===== src/rtl/hall_commutator_pkg.sv =====
// fc_pkg: shared types, Hall code constants and decode/commutation helpers.
package fc_pkg;
  typedef logic [2:0] sector_t;
  typedef enum logic [1:0] {IDLE, ACQUIRE, RUN, FAULT} state_t;
  localparam logic [2:0] HALL_INV0 = 3'b000;
  localparam logic [2:0] HALL_INV1 = 3'b111;
  function automatic sector_t hall_to_sector(input logic [2:0] h);
    return h == 3'b001 ? 3'd0 : h == 3'b011 ? 3'd1 : h == 3'b010 ? 3'd2 :
           h == 3'b110 ? 3'd3 : h == 3'b100 ? 3'd4 : h == 3'b101 ? 3'd5 : 3'd7;
  endfunction
  // Reverse drive is the forward pattern shifted by half a revolution.
  function automatic logic [5:0] sector_to_status(input sector_t s, input logic rev);
    sector_t e;
    e = !rev ? s : (s >= 3'd3 ? s - 3'd3 : s + 3'd3);
    return e == 3'd0 ? 6'b100100 : e == 3'd1 ? 6'b100001 : e == 3'd2 ? 6'b001001 :
           e == 3'd3 ? 6'b011000 : e == 3'd4 ? 6'b010010 : e == 3'd5 ? 6'b000110 : 6'b000000;
  endfunction
endpackage


===== src/rtl/hall_commutator_filter.sv =====
// hall_filter: 2-FF synchronizer plus debounce; strobes new_code_o when a stable code is accepted.
module hall_filter #(
  parameter int FILT_LEN = 4
) (
  input  logic       clk_i,
  input  logic       rst_i,
  input  logic [2:0] hall_i,
  output logic [2:0] code_o,
  output logic       new_code_o,
  output logic       valid_o
);
  localparam logic [7:0] F = 8'(FILT_LEN);
  logic [2:0] s1, s2;
  logic [7:0] cnt;
  logic       acc;
  // cnt holds the number of cycles s2 has kept its current value
  assign acc = cnt == F && (s2 != code_o || !valid_o);
  always_ff @(posedge clk_i) begin
    if (rst_i) begin
      s1 <= '0;
      s2 <= '0;
      cnt <= '0;
      code_o <= '0;
      new_code_o <= 1'b0;
      valid_o <= 1'b0;
    end else begin
      s1 <= hall_i;
      s2 <= s1;
      cnt <= s1 != s2 ? 8'd1 : (cnt == F ? cnt : cnt + 8'd1);
      new_code_o <= acc;
      if (acc) begin
        code_o <= s2;
        valid_o <= 1'b1;
      end
    end
  end
endmodule


===== src/rtl/hall_commutator.sv =====
// hall_commutator: Hall sensor decode to six-step commutation with direction, period, fault and stall.
module hall_commutator
  import fc_pkg::*;
#(
  parameter int FILT_LEN     = 4,
  parameter int PERIOD_W     = 16,
  parameter int STALL_CYCLES = 50000
) (
  input  logic                clk_i,
  input  logic                rst_i,
  input  logic [2:0]          hall_i,
  input  logic                ena_i,
  input  logic                dir_i,
  output logic [5:0]          status_o,
  output logic [2:0]          sector_o,
  output logic                dir_o,
  output logic [PERIOD_W-1:0] period_o,
  output logic                period_valid_o,
  output logic                fault_o,
  output logic                stall_o
);
  localparam logic [PERIOD_W-1:0] STALL = PERIOD_W'(STALL_CYCLES);
  logic [2:0]          code;
  logic                new_code, code_vld, bad, up, dn, armed;
  sector_t             ns;
  state_t              state;
  logic [PERIOD_W-1:0] cnt, cnt_inc;
  hall_filter #(.FILT_LEN(FILT_LEN)) u_filt (
    .clk_i(clk_i), .rst_i(rst_i), .hall_i(hall_i),
    .code_o(code), .new_code_o(new_code), .valid_o(code_vld)
  );
  assign ns = hall_to_sector(code);
  assign bad = code == HALL_INV0 || code == HALL_INV1;
  assign up = ns == (sector_o == 3'd5 ? 3'd0 : sector_o + 3'd1);
  assign dn = ns == (sector_o == 3'd0 ? 3'd5 : sector_o - 3'd1);
  assign cnt_inc = &cnt ? cnt : cnt + PERIOD_W'(1);
  always_ff @(posedge clk_i) begin
    if (rst_i) begin
      state <= IDLE;
      status_o <= '0;
      sector_o <= '0;
      dir_o <= 1'b0;
      period_o <= '0;
      period_valid_o <= 1'b0;
      fault_o <= 1'b0;
      stall_o <= 1'b0;
      cnt <= '0;
      armed <= 1'b0;
    end else begin
      period_valid_o <= 1'b0;
      if (!ena_i) begin
        state <= IDLE;
        status_o <= '0;
        fault_o <= 1'b0;
        stall_o <= 1'b0;
        cnt <= '0;
        armed <= 1'b0;
      end else begin
        case (state)
          IDLE: begin
            status_o <= '0;
            state <= ACQUIRE;
          end
          ACQUIRE: begin
            status_o <= '0;
            if (code_vld && bad) begin
              state <= FAULT;
              fault_o <= 1'b1;
            end else if (code_vld) begin
              state <= RUN;
              sector_o <= ns;
              status_o <= sector_to_status(ns, dir_i);
            end
          end
          RUN: begin
            if (new_code && (bad || !(up || dn))) begin
              state <= FAULT;
              status_o <= '0;
              fault_o <= 1'b1;
            end else if (new_code) begin
              sector_o <= ns;
              dir_o <= dn;
              status_o <= sector_to_status(ns, dir_i);
              // the counter is only trustworthy once armed by a prior transition and not stalled
              if (armed && !stall_o) begin
                period_o <= cnt;
                period_valid_o <= 1'b1;
              end
              cnt <= PERIOD_W'(1);
              armed <= 1'b1;
              stall_o <= 1'b0;
            end else begin
              status_o <= sector_to_status(sector_o, dir_i);
              cnt <= cnt_inc;
              if (cnt_inc >= STALL) stall_o <= 1'b1;
            end
          end
          FAULT: begin
            status_o <= '0;
            fault_o <= 1'b1;
          end
          default: state <= IDLE;
        endcase
      end
    end
  end
endmodule


===== config.mk =====
export PLATFORM = sky130hd
export DESIGN_NAME = hall_commutator
export DESIGN_NICKNAME = d
export VERILOG_FILES = /design/src/rtl/hall_commutator_pkg.sv /design/src/rtl/hall_commutator_filter.sv /design/src/rtl/hall_commutator.sv
export SDC_FILE = /design/constraint.sdc
export NUM_CORES = 1
export LEC_CHECK = 0
export ABC_CLOCK_PERIOD_IN_PS = 2900
export CORE_ASPECT_RATIO = 1.25
export CORE_MARGIN = 3
export CORE_UTILIZATION = 52
export DETAILED_ROUTE_END_ITERATION = 10
export PLACE_DENSITY = 0.77
export SLEW_MARGIN = 20
export SYNTH_ARGS = -nofsm -noshare
export SYNTH_HDL_FRONTEND = slang
export SYNTH_SLANG_ARGS = --single-unit

===== constraint.sdc =====
create_clock -name clk_i -period 2.9 [get_ports clk_i]
set_input_delay 0.435 -clock clk_i [delete_from_list [all_inputs] [get_ports clk_i]]
set_output_delay 0.435 -clock clk_i [all_outputs]
set_load 0.03 [all_outputs]

==> run summary, run 1 <==
Averaged over all synthesized cells, the footprint is 8.07 um2. The number of cells produced by synthesis was 483; the number of nets with antenna violations after routing was 0. Max-cap violations in this run came to 0. STA classifies the critical path endpoint as a register. The run gives 5 as the count of TritonRoute iterations in the first routing pass. The overall track demand over capacity in global routing is 23.6%, and the post-placement cell count is 601. 0 antenna diodes ended up in the layout. The logs give 2 for the maximum clock path buffer count and 3 for the number of H-tree levels.

STA classifies the critical path startpoint as a register. The area of the multi-input gates was 2460 um2; the clock transition at the register clock pins on the worst setup and hold paths after CTS was 0.08 ns. The max-slew violation total from the final report came out at 0. Most common flop cell mapped by yosys: dfxtp_1.

The logs give 0.479 ns for the smallest hold slack and 8580 um2 for the area of the die. The number of top-level design ports came out at 36. After the flow finishes, the layout carries non-filler instances totaling 622. Achievable clock frequency: 358 MHz. In this run, CTS created clock tree buffers numbering 9. The tools report the final-layout setup total negative slack as 0 ns. After layout, the worst path uses 96.3% of the clock period. The Yosys step of the flow raised 0 warnings. For this block, the via count after detailed routing is 3785. In this run the static leakage power is 1.73 nW. The post-placement cell area was 4430 um2. At the worst endpoint, the arrival time is 3.02 ns. The sink count of the clock tree was 67. The share of cells above drive strength 1 was 11.8%; the via density per instance was 6.09. The first routing iteration left 259 violations. The core area is 7100 um2, and the biggest fanout along the worst timing path is 8. The total non-filler cell area in the finished layout is 4770 um2. Yosys mapped a number of flops with a built-in enable equal to 0. The path class of the tightest hold or removal check is reg -> reg.

Headroom to the max-slew limit came out at 60.4%. The final net count was 548. The later pin in the worst-skew pair is clocked with a latency of 0.34 ns.

Once detailed placement completed, the half-perimeter wirelength came to 7360 um. The floorplan has 34 rows. Clock skew on the completed layout was measured at 0.00664 ns.

The die extent in x came out at 83.4 um. The height of the die was 103 um. Final routed wire length divided by cell count: 16.6 um. For this design the ratio of total power to cell area is 403 nW/um2. The area of all sequential standard cells is 1350 um2, and the number of fill cells is 581. The run finished with clean final reports.

The critical path in this run is classified as reg -> reg. Number of I/O port buffers: 35. The post-synthesis instance area is 3900 um2, and the pre-CTS setup slack is -0.00433 ns. Summed over all layers, the routed wires come to 10300 um. When the netlist entered floorplanning its net count stood at 504.

The effective utilization at floorplan was 54.9%; the post-synthesis cell type count was 65. Relative to the synthesized area, the layout overhead comes to 22.5%. For the worst setup path, the data required time is 3.13 ns. TritonCTS built the clock tree. The sequential share of the synthesized area is 34.4%. The number of global-route vias before repair was 3683; the slew of the pin with the lowest slew margin was 0.590 ns. The count of final hold-check violations is 0. Entering global routing, the biggest net connects 23 pins.

The congestion estimate from routability-driven global placement came to 0.950. The worst path meets setup with 0.107 ns of slack. The minimum clock period after layout came out at 2.79 ns. The root buffer cell chosen for the clock tree is clkbuf_8. VDD sags by at most 280 uV. For this run, design rule violations remaining after detail routing come to 0. The first global-routing pass estimated 16500 um of wire.

Setup violations remaining at the end of the flow were counted as 0. The total overflow left after global routing is 0. The flop and latch count out of synthesis works out to 67. The proportion of register bits with asynchronous set or reset after synthesis was 0%.

The initial antenna violation count was 0.
report_power, final:
part           internal (W)  switching, W
registers          0.000927     0.0000106
clock network      0.000491      0.000383
logic             0.0000446     0.0000666
total               0.00146      0.000460
final cells by class:
| type | count | area share, % |
|---|---|---|
| timing repair buffer | 61 | 12.1 |
| tap | 90 | 2.36 |
| clock buffer | 9 | 2.60 |
| inverter | 13 | 1.02 |
| sequential | 67 | 28.3 |
| clock inverter | 7 | 2.07 |
| multi-input combinational | 375 | 51.5 |
stage by stage:
step	total power [W]	util [%]
4_1_cts	0.00194	65.5
2_1_floorplan	0.00103	-
3_3_place_gp	0.00107	62.3
6_report	0.00192	67.2
3_5_place_dp	0.00107	62.3
5_1_grt	0.00199	67.2
cells by family after synthesis:
group | after synthesis | synth area share [%]
buffers and inverters | 41 | 4.40
multiplexers | 26 | 6.74
flip-flops | 67 | 34.4
AO/OA/AOI/OAI | 111 | 18.9
AND/OR/NAND/NOR | 201 | 25.8
XOR/XNOR | 23 | 5.17
adder cells (fa/ha/maj) | 14 | 4.49
state kept, by name, summed over array words and instances (netlist names):
name               cells
state                  2
status_o               6
stall_o                1
u_filt.s1              3
period_o              16
u_filt.valid_o         1
u_filt.cnt             8
dir_o                  1
armed                  1
u_filt.new_code_o      1
cnt                   16
fault_o                1
period_valid_o         1
u_filt.s2              3
sector_o               3
u_filt.code_o          3
critical path, stage by stage (launching register included):
cell and delay (ns):
dfxtp_4 0.38, inv_1 0.07, ha_4 0.18, ha_4 0.25
or4_4 0.54, o211ai_2 0.12, a22oi_4 0.15, buf_6 0.15
nor4_4 0.35, clkbuf_16 0.25, mux2i_1 0.18, nor2_1 0.05
layout by cell type (no fill, tap or decap), types with 4 or more instances in the layout:
cell type        instances
a21oi_1                 24
dfxtp_1                 64
a31oi_1                  8
clkdlybuf4s50_1         35
nor3_1                  15
xnor2_1                  8
nor4_1                   4
mux2i_1                 23
o22ai_1                  4
nor2_1                  62
nand2_1                 41
xor2_1                  15
buf_4                   23
ha_1                    11
and3_1                  12
nor2b_1                  9
a311oi_1                 5
nand3_1                 22
nand4_1                  7
nand2b_1                 7
o21ai_0                 31
a211oi_1                 4
inv_1                   12
clkbuf_8                 9
routing by layer:
| layer | part of all wire, % | up-vias | wire length [um] | track usage [%] |
|---|---|---|---|---|
| met5 | 0 | - | 0 | 0 |
| met4 | 4.8 | 0 | 498 | 15.3 |
| met3 | 4.7 | 49 | 486 | 5.12 |
| met2 | 50 | 144 | 5190 | 43.1 |
| met1 | 40 | 1758 | 4130 | 24.8 |
| li1 | - | 1834 | - | - |
what timing repair did:
| action | CTS | global route |
|---|---|---|
| gates cloned | 0 | 1 |
| gates resized for setup | 1 | 12 |
| setup endpoints to repair | 4 | 33 |
| setup buffers | 0 | 4 |
| hold buffers | 0 | 0 |
| pin swaps | 1 | 4 |
worst paths after layout:
| check | slack [ns] | from | cells after the start | end |
|---|---|---|---|---|
| worst max-delay path | 0.11 | sector_o[0] | 11 | period_o[1] |
| worst min-delay path | 0.48 | armed | 2 | armed |
| worst min register to register | 0.48 | armed | 2 | armed |
| worst max register to register | 0.11 | sector_o[0] | 11 | period_o[1] |
cells in the mapped netlist (3+ instances only):
cell | number | share of area [%]
a211oi_1 | 4 | 0.77
a21oi_1 | 25 | 3.2
a311oi_1 | 5 | 1.1
a31oi_1 | 8 | 1.3
and3_1 | 12 | 1.9
buf_2 | 4 | 0.51
clkbuf_1 | 19 | 1.8
dfxtp_1 | 67 | 34
ha_1 | 14 | 4.5
inv_1 | 13 | 1.3
mux2i_1 | 24 | 6.2
nand2_1 | 41 | 3.9
nand2b_1 | 7 | 1.1
nand3_1 | 22 | 2.8
nand4_1 | 7 | 1.1
nor2_1 | 62 | 6.0
nor2b_1 | 9 | 1.4
nor3_1 | 16 | 2.1
nor3b_1 | 3 | 0.58
nor4_1 | 4 | 0.64
o211ai_1 | 3 | 0.58
o21a_1 | 3 | 0.58
o21ai_0 | 31 | 4.0
o22ai_1 | 4 | 0.64
o32ai_1 | 3 | 0.67
xnor2_1 | 8 | 1.8
xor2_1 | 15 | 3.4
No activity file was read; power rests on OpenSTA's default activity.
==> run 2, diff against run 1 <==
CORE_MARGIN = 4   (was 3)
==> run 2 against run 1 <==
Sequential power barely moved. Global-route usage down 0.83 points. Power fell by 0.45%. Setup slack lost 0.028 ns. Register-to-register slack lost 0.03 ns. Clock-buffer cell count did not move. Non-clock buffer count fell by 5. Fmax down 0.99%. Sequential share of layout area up 0.54 points. Utilization is 3.5 points lower. Cell area is 1.9% lower. Largest cell class unchanged.
==> run summary, run 2 (same netlist as run 1, synthesis figures left out) <==
The tools report the weighted congestion reported at the end of routability-driven placement as 1.02. The worst setup path is launched from a register. For this block, the via count after detailed routing is 3770. Switching power summed over all nets: 0.000454 W. Hold is met by 0.485 ns. Power density of the placed cells: 409 nW/um2.

The logs give 3684 for the number of global-route vias before repair and 2 for the maximum clock path buffer count. VDD sags by at most 306 uV. The clock transition at the register clock pins on the worst setup and hold paths after CTS was 0.08 ns.

The cell leakage power was 1.70 nW; the total setup violations reported at the end of the flow was 0. Number of fill cells: 627. The minimum clock period after layout was 2.82 ns; the setup slack of the critical path after layout was 0.0791 ns. Initial antenna violation count: 0.

Entering global routing, the biggest net connects 24 pins. The library cell used most frequently in the layout, excluding fill and tap cells, is dfxtp_1. Number of nets with antenna violations after routing: 0.

In this run the worst path has a maximum fanout of 10. The clock network burns 45.2% of the power. Wires add up to 9900 um.

Post-CTS timing repair inserted 0 buffers for setup. The first global-routing pass estimated 16800 um of wire. The first routing iteration left 214 violations. STA puts the critical path data arrival time at 3.07 ns. Across every metal layer, demand over resource in global routing totals 22.8%. Setup repair after global routing could not meet its margin everywhere. TritonCTS built the clock tree.

Clock tree synthesis selected as its root buffer the cell clkbuf_8. The element type at the critical path end was a register. With fillers left out, the area of the finished cells amounts to 4680 um2.

The largest registers in the layout are cnt: 16 flops, period_o: 16 flops, u_filt.cnt: 8 flops. For this run the aggregate overflow at the end of global routing stands at 0. The count of final hold-check violations was 0; the height of the die was 105 um.

The run gives 5 as the count of TritonRoute iterations in the first routing pass. The run finished with clean final reports. In the layout the commonest cells are 64 x dfxtp_1, 61 x nor2_1, 41 x nand2_1. Relative to the synthesized area, the layout overhead comes to 20.2%. Clock latency of the later-clocked register in the worst-skew pair: 0.34 ns. Timing would allow up to 354 MHz. The tightest min-delay check is of the reg -> reg type. Per report_power, the combinational group accounts for 5.8% of the total. The number of buffers inserted during clock tree synthesis was 9; the number of H-tree levels was 3. The number of standard-cell rows in the floorplan came out at 35. Measured against its own limit, the worst slew margin works out to 63.9%. The die is 85.4 um wide.

The post-DP HPWL came out at 7200 um. The area of the die was 8950 um2. The max-slew violation total from the final report is 0, and the internal power component is 0.00146 W. The core area is 7360 um2, and the total design power is 0.00191 W.

After detailed routing, the average wire length per cell comes to 16.0 um. Once the floorplan was initialized, standard cells occupied 53.0% of the core. The critical path data required time was 3.15 ns; the number of top-level design ports was 36. After layout, the worst path uses 97.3% of the clock period.

Across the routed clock network, the largest skew measured is 0.00495 ns. After detailed routing, the number of remaining DRC violations is 0. Slew of the pin with the lowest slew margin: 0.536 ns. Cells fill 63.7% of the core in the end.

Cells with a size suffix above 1 make up 10.4% of the layout. The tool flagged a number of max-cap violations equal to 0. The critical path is of the reg -> reg type.

Of the total power, the share spent switching nets is 23.7%. The pre-CTS setup slack came out at -0.0407 ns. The register share of total power was 49.0%; the final net count was 543.

Using the TritonRoute via totals, the vias-per-cell ratio works out to 6.09. The tree built by TritonCTS fans out to 67 sinks. During placement, the flow inserted port buffers numbering 35.

0 antenna diodes ended up in the layout. The run gives 4430 um2 as the post-placement cell area.
==> run 2: power by group through the flow <==
stage / Combinational [W] / Sequential (W) / Clock [W]
after global routing: 0.000122 / 0.000939 / 0.000928
final: 0.000111 / 0.000938 / 0.000866
after CTS: 0.000109 / 0.000938 / 0.000884
after floorplan: 0.0000709 / 0.000959 / 0
after detailed placement: 0.000108 / 0.000959 / 0
after global placement: 0.000106 / 0.000959 / 0
==> run 2: area by class of cell <==
| class | count | area [um2] | area share (%) |
|---|---|---|---|
| multi-input cells | 375 | 2430 | 51.8 |
| repair buffers | 56 | 520 | 11.1 |
| well taps | 92 | 115 | 2.46 |
| flip-flops and latches | 67 | 1350 | 28.8 |
| clock inverters | 7 | 98.8 | 2.11 |
| clock buffers | 9 | 124 | 2.64 |
| inverters | 13 | 48.8 | 1.04 |
==> run 2: worst max-delay path, cell delays in order, from the launching register on <==
cell and delay [ns]:
dfxtp_4 0.38, ha_1 0.26, ha_4 0.32, and4b_1 0.19, o311a_1 0.34, a221o_1 0.32, a22oi_4 0.30, o21ai_1 0.16
buf_4 0.21, a311oi_1 0.26
==> run 2: layer usage <==
layer | wire length, um | global-route usage (%) | share of wire [%]
met1 | 3950 | 26.4 | 40
met2 | 5140 | 39.6 | 52
met3 | 513 | 5.05 | 5.2
met4 | 297 | 10.2 | 3.0
met5 | 0 | 0 | 0
==> run 2: timing repair <==
item | in CTS | in global routing
hold buffers | 0 | 0
endpoints found under the setup margin | 2 | 26
gates resized for setup | 1 | 4
pin swaps | 0 | 3
hold endpoints to repair | 0 | 0
==> run 2: final timing paths <==
check | from | cells past startpoint | to | slack, ns
min | u_filt.s1[2] | 1 | u_filt.s2[2] | 0.49
max reg2reg | sector_o[0] | 9 | cnt[4] | 0.08
max | sector_o[0] | 9 | cnt[4] | 0.08
min reg2reg | u_filt.s1[2] | 1 | u_filt.s2[2] | 0.49
==> run 2: through the flow <==
| step | setup TNS, ns | std cells |
|---|---|---|
| 3_3_place_gp | 0 | 603 |
| 3_5_place_dp | -0.0537 | 603 |
| 5_1_grt | -0.158 | 619 |
| 6_report | 0 | 619 |
| 4_1_cts | 0 | 619 |
| 2_1_floorplan | 0 | 483 |
==> run 3, diff against run 2 <==
CTS_CLUSTER_SIZE = 28   (was default)
GPL_TIMING_DRIVEN = 0   (was default)
==> run 3 against run 2 <==
Largest power group unchanged. Global-route usage down 0.051 points. Cell count is 1.9% higher. Largest cell class unchanged. Clock skew increased by 0.0080 ns.
==> run summary, run 3 (same netlist as run 1, synthesis figures left out) <==
The run finished with clean final reports. For the post-placement cell area, the log shows 4360 um2. Cell leakage power: 1.68 nW. The first routing iteration left 251 violations.

Global routing consumed, over all layers together, 22.8% of the routing resources. The tools report the root buffer selected by CTS as clkbuf_8. In the final layout, the share of cells above drive strength 1 is 10.2%.

Max-cap violations in this run came to 0. 0 antenna diodes ended up in the layout. The biggest fanout along the worst timing path came out at 8. The wire length after detailed routing was 10200 um. The worst hold path terminates at u_filt.s1[0].

For the total non-filler cell area in the finished layout, the log shows 4680 um2. The critical setup path kind was reg -> reg. For the worst-skew pair, the clock arrives at the later sink with an insertion delay of 0.35 ns.

The count of final hold-check violations is 0, and the post-route clock skew is 0.0129 ns. The setup check on the worst reg-to-reg path leaves a slack of 0.12 ns. CTS saw 67 sinks. The via density per instance is 6.07, and the height of the die is 105 um. Final routed wire length divided by cell count: 16.1 um.

The kind of path behind the tightest hold check was in -> reg. The endpoint identified for the worst register-to-register timing path is cnt[10]. The floorplan step set the die width to 85.4 um. After global routing the overflow that remains totals 0. The net count of the finished layout is 555. In this run, placement finished with an instance count of 608. The wire-length estimate of the detail-placed layout is 7300 um. For the worst setup path, the data arrival time is 3.02 ns.

The completed layout was analyzed and its total power is 0.00183 W. The logs give 0 for the total setup violations reported at the end of the flow and 0 for the max-slew violation total from the final report. Once detail routing completed, the nets flagged for antenna violations numbered 0. The worst register-to-register path begins at sector_o[1].

Traced cell by cell, the critical path runs through inv_1 -> ha_2 -> ha_4 -> nor3b_2 -> nor3_1 -> o311ai_2 -> a22oi_4 -> buf_4 -> o21ai_4 -> nor2_2 -> a2bb2o_1. Once layout is complete, the cells apart from fillers number 631. The number of buffers inserted during clock tree synthesis is 9. For this run, the detailed router's first-pass iteration total came to 7. TritonCTS built the clock tree. The largest net degree at the start of global routing was 13. The via count of the routed design was 3833; the first-pass GRT wire length was 16700 um. Core area: 7360 um2. In the final layout, the registers with the most flip-flops are cnt: 16 flops, period_o: 16 flops, u_filt.cnt: 8 flops.

The residual DRC count was 0; the slew of the pin with the lowest slew margin was 0.618 ns. Counting cells, the worst reg-to-reg path comes to 11. The layout overhead on the synthesized area was 20.0%. The worst hold path passes through 2 cells. Clock transition at the register clock pins on the worst setup and hold paths after CTS: 0.08 ns.

The minimum clock period after layout came out at 2.78 ns. The critical path data required time was 3.14 ns; the final worst-path cycle share was 96.0%. Once the floorplan was initialized, standard cells occupied 53.0% of the core. The maximum clock path buffer count was 2; the maximum single-stage delay on the critical path was 0.40 ns. The tools report the number of standard-cell rows in the floorplan as 35. The H-tree was split into 3 levels. The final-layout setup total negative slack was 0 ns. In the layout the commonest cells are 64 x dfxtp_1, 61 x nor2_1, 41 x nand2_1. The number of I/O port buffers works out to 33. Across the VDD grid, the largest voltage drop is 246 uV. The congestion estimate from routability-driven global placement came to 0.969.

Number of top-level design ports: 36. The area of the die came out at 8950 um2. The most common cell after layout, fill and taps aside was dfxtp_1.

The slowest stage of the critical path belongs to the cell o311ai_2. Worst slew margin relative to its limit: 58.8%. Based on the critical path, the design can be clocked at up to 359 MHz. In this run the most critical hold path is launched from rst_i.

The tools report the initial antenna violation count as 0. The number of global-route vias before repair is 3587. The worst setup path is launched from a register.

The element type at the critical path end was a register. Dividing total power by cell area gives a power density of 391 nW/um2.
==> run 3: cell types whose count changed in the layout (fill, tap and decap cells not counted), moves of 2 or more <==
cell | before | now
buf_1 | 0 | 2
buf_4 | 20 | 9
inv_6 | 2 | 0
clkbuf_1 | 0 | 16
o21ai_0 | 31 | 29
clkinv_4 | 1 | 3
clkdlybuf4s50_1 | 35 | 33
buf_2 | 0 | 3
clkbuf_2 | 0 | 5
==> run 3: timing repair <==
| item | 4_1_cts | 5_1_grt |
|---|---|---|
| setup buffers | 4 | 4 |
| gates cloned | 0 | 0 |
| endpoints found under the setup margin | 33 | 35 |
| gates resized for setup | 7 | 12 |
| hold buffers | 0 | 0 |
| pin swaps | 3 | 5 |
==> run 3: per-layer routing <==
layer	track usage [%]	wire [um]	up-vias
li1	-	-	1848
met1	26.1	4010	1802
met2	40.1	5230	140
met3	4.50	562	43
met4	10.2	384	0
met5	0	0	-
==> run 3: worst max-delay path: cells and delay by family, from the launching register on <==
family / cells / cell delay (ns)
buf+inv: 2 / 0.28
flops: 1 / 0.36
simple gates: 3 / 0.41
compound gates: 4 / 1.15
fa+ha+maj: 2 / 0.47
==> run 3: how the worst max path moves through the flow <==
stage	start	endpoint	slack [ns]	cells after the start
floorplan	sector_o[0]	period_o[0]	0.001	10
global placement	sector_o[0]	period_o[8]	-0.29	11
detailed placement	sector_o[0]	period_o[12]	-0.39	11
CTS	sector_o[0]	state[1]	0.002	9
global route	sector_o[1]	cnt[10]	-0.02	11
finish	sector_o[1]	cnt[10]	0.12	11
==> run 3: final cells by class <==
| cell class | count | area [um2] |
|---|---|---|
| clock inverters | 6 | 66.3 |
| plain buffers | 27 | 123 |
| fillers | 653 | 2680 |
| repair buffers | 41 | 390 |
| inverters | 13 | 48.8 |
| clock buffers | 10 | 128 |
| flip-flops and latches | 67 | 1350 |
| well taps | 92 | 115 |
| multi-input cells | 375 | 2460 |
==> run 3: power by group <==
part           internal (W)  switching [W]
Combinational     0.0000415      0.0000705
Clock              0.000399       0.000381
Sequential         0.000927      0.0000105
==> run 3: metrics by stage <==
| step | setup WS (ns) | hold slack, ns | util, % |
|---|---|---|---|
| finish | 0.116 | 0.453 | 63.6 |
| global placement | -0.285 | 0.461 | 59.3 |
| floorplan | 0.00133 | 0.441 | - |
| detailed placement | -0.390 | 0.468 | 59.3 |
| CTS | 0.00239 | 0.436 | 62.7 |
| global route | -0.0176 | 0.472 | 63.6 |
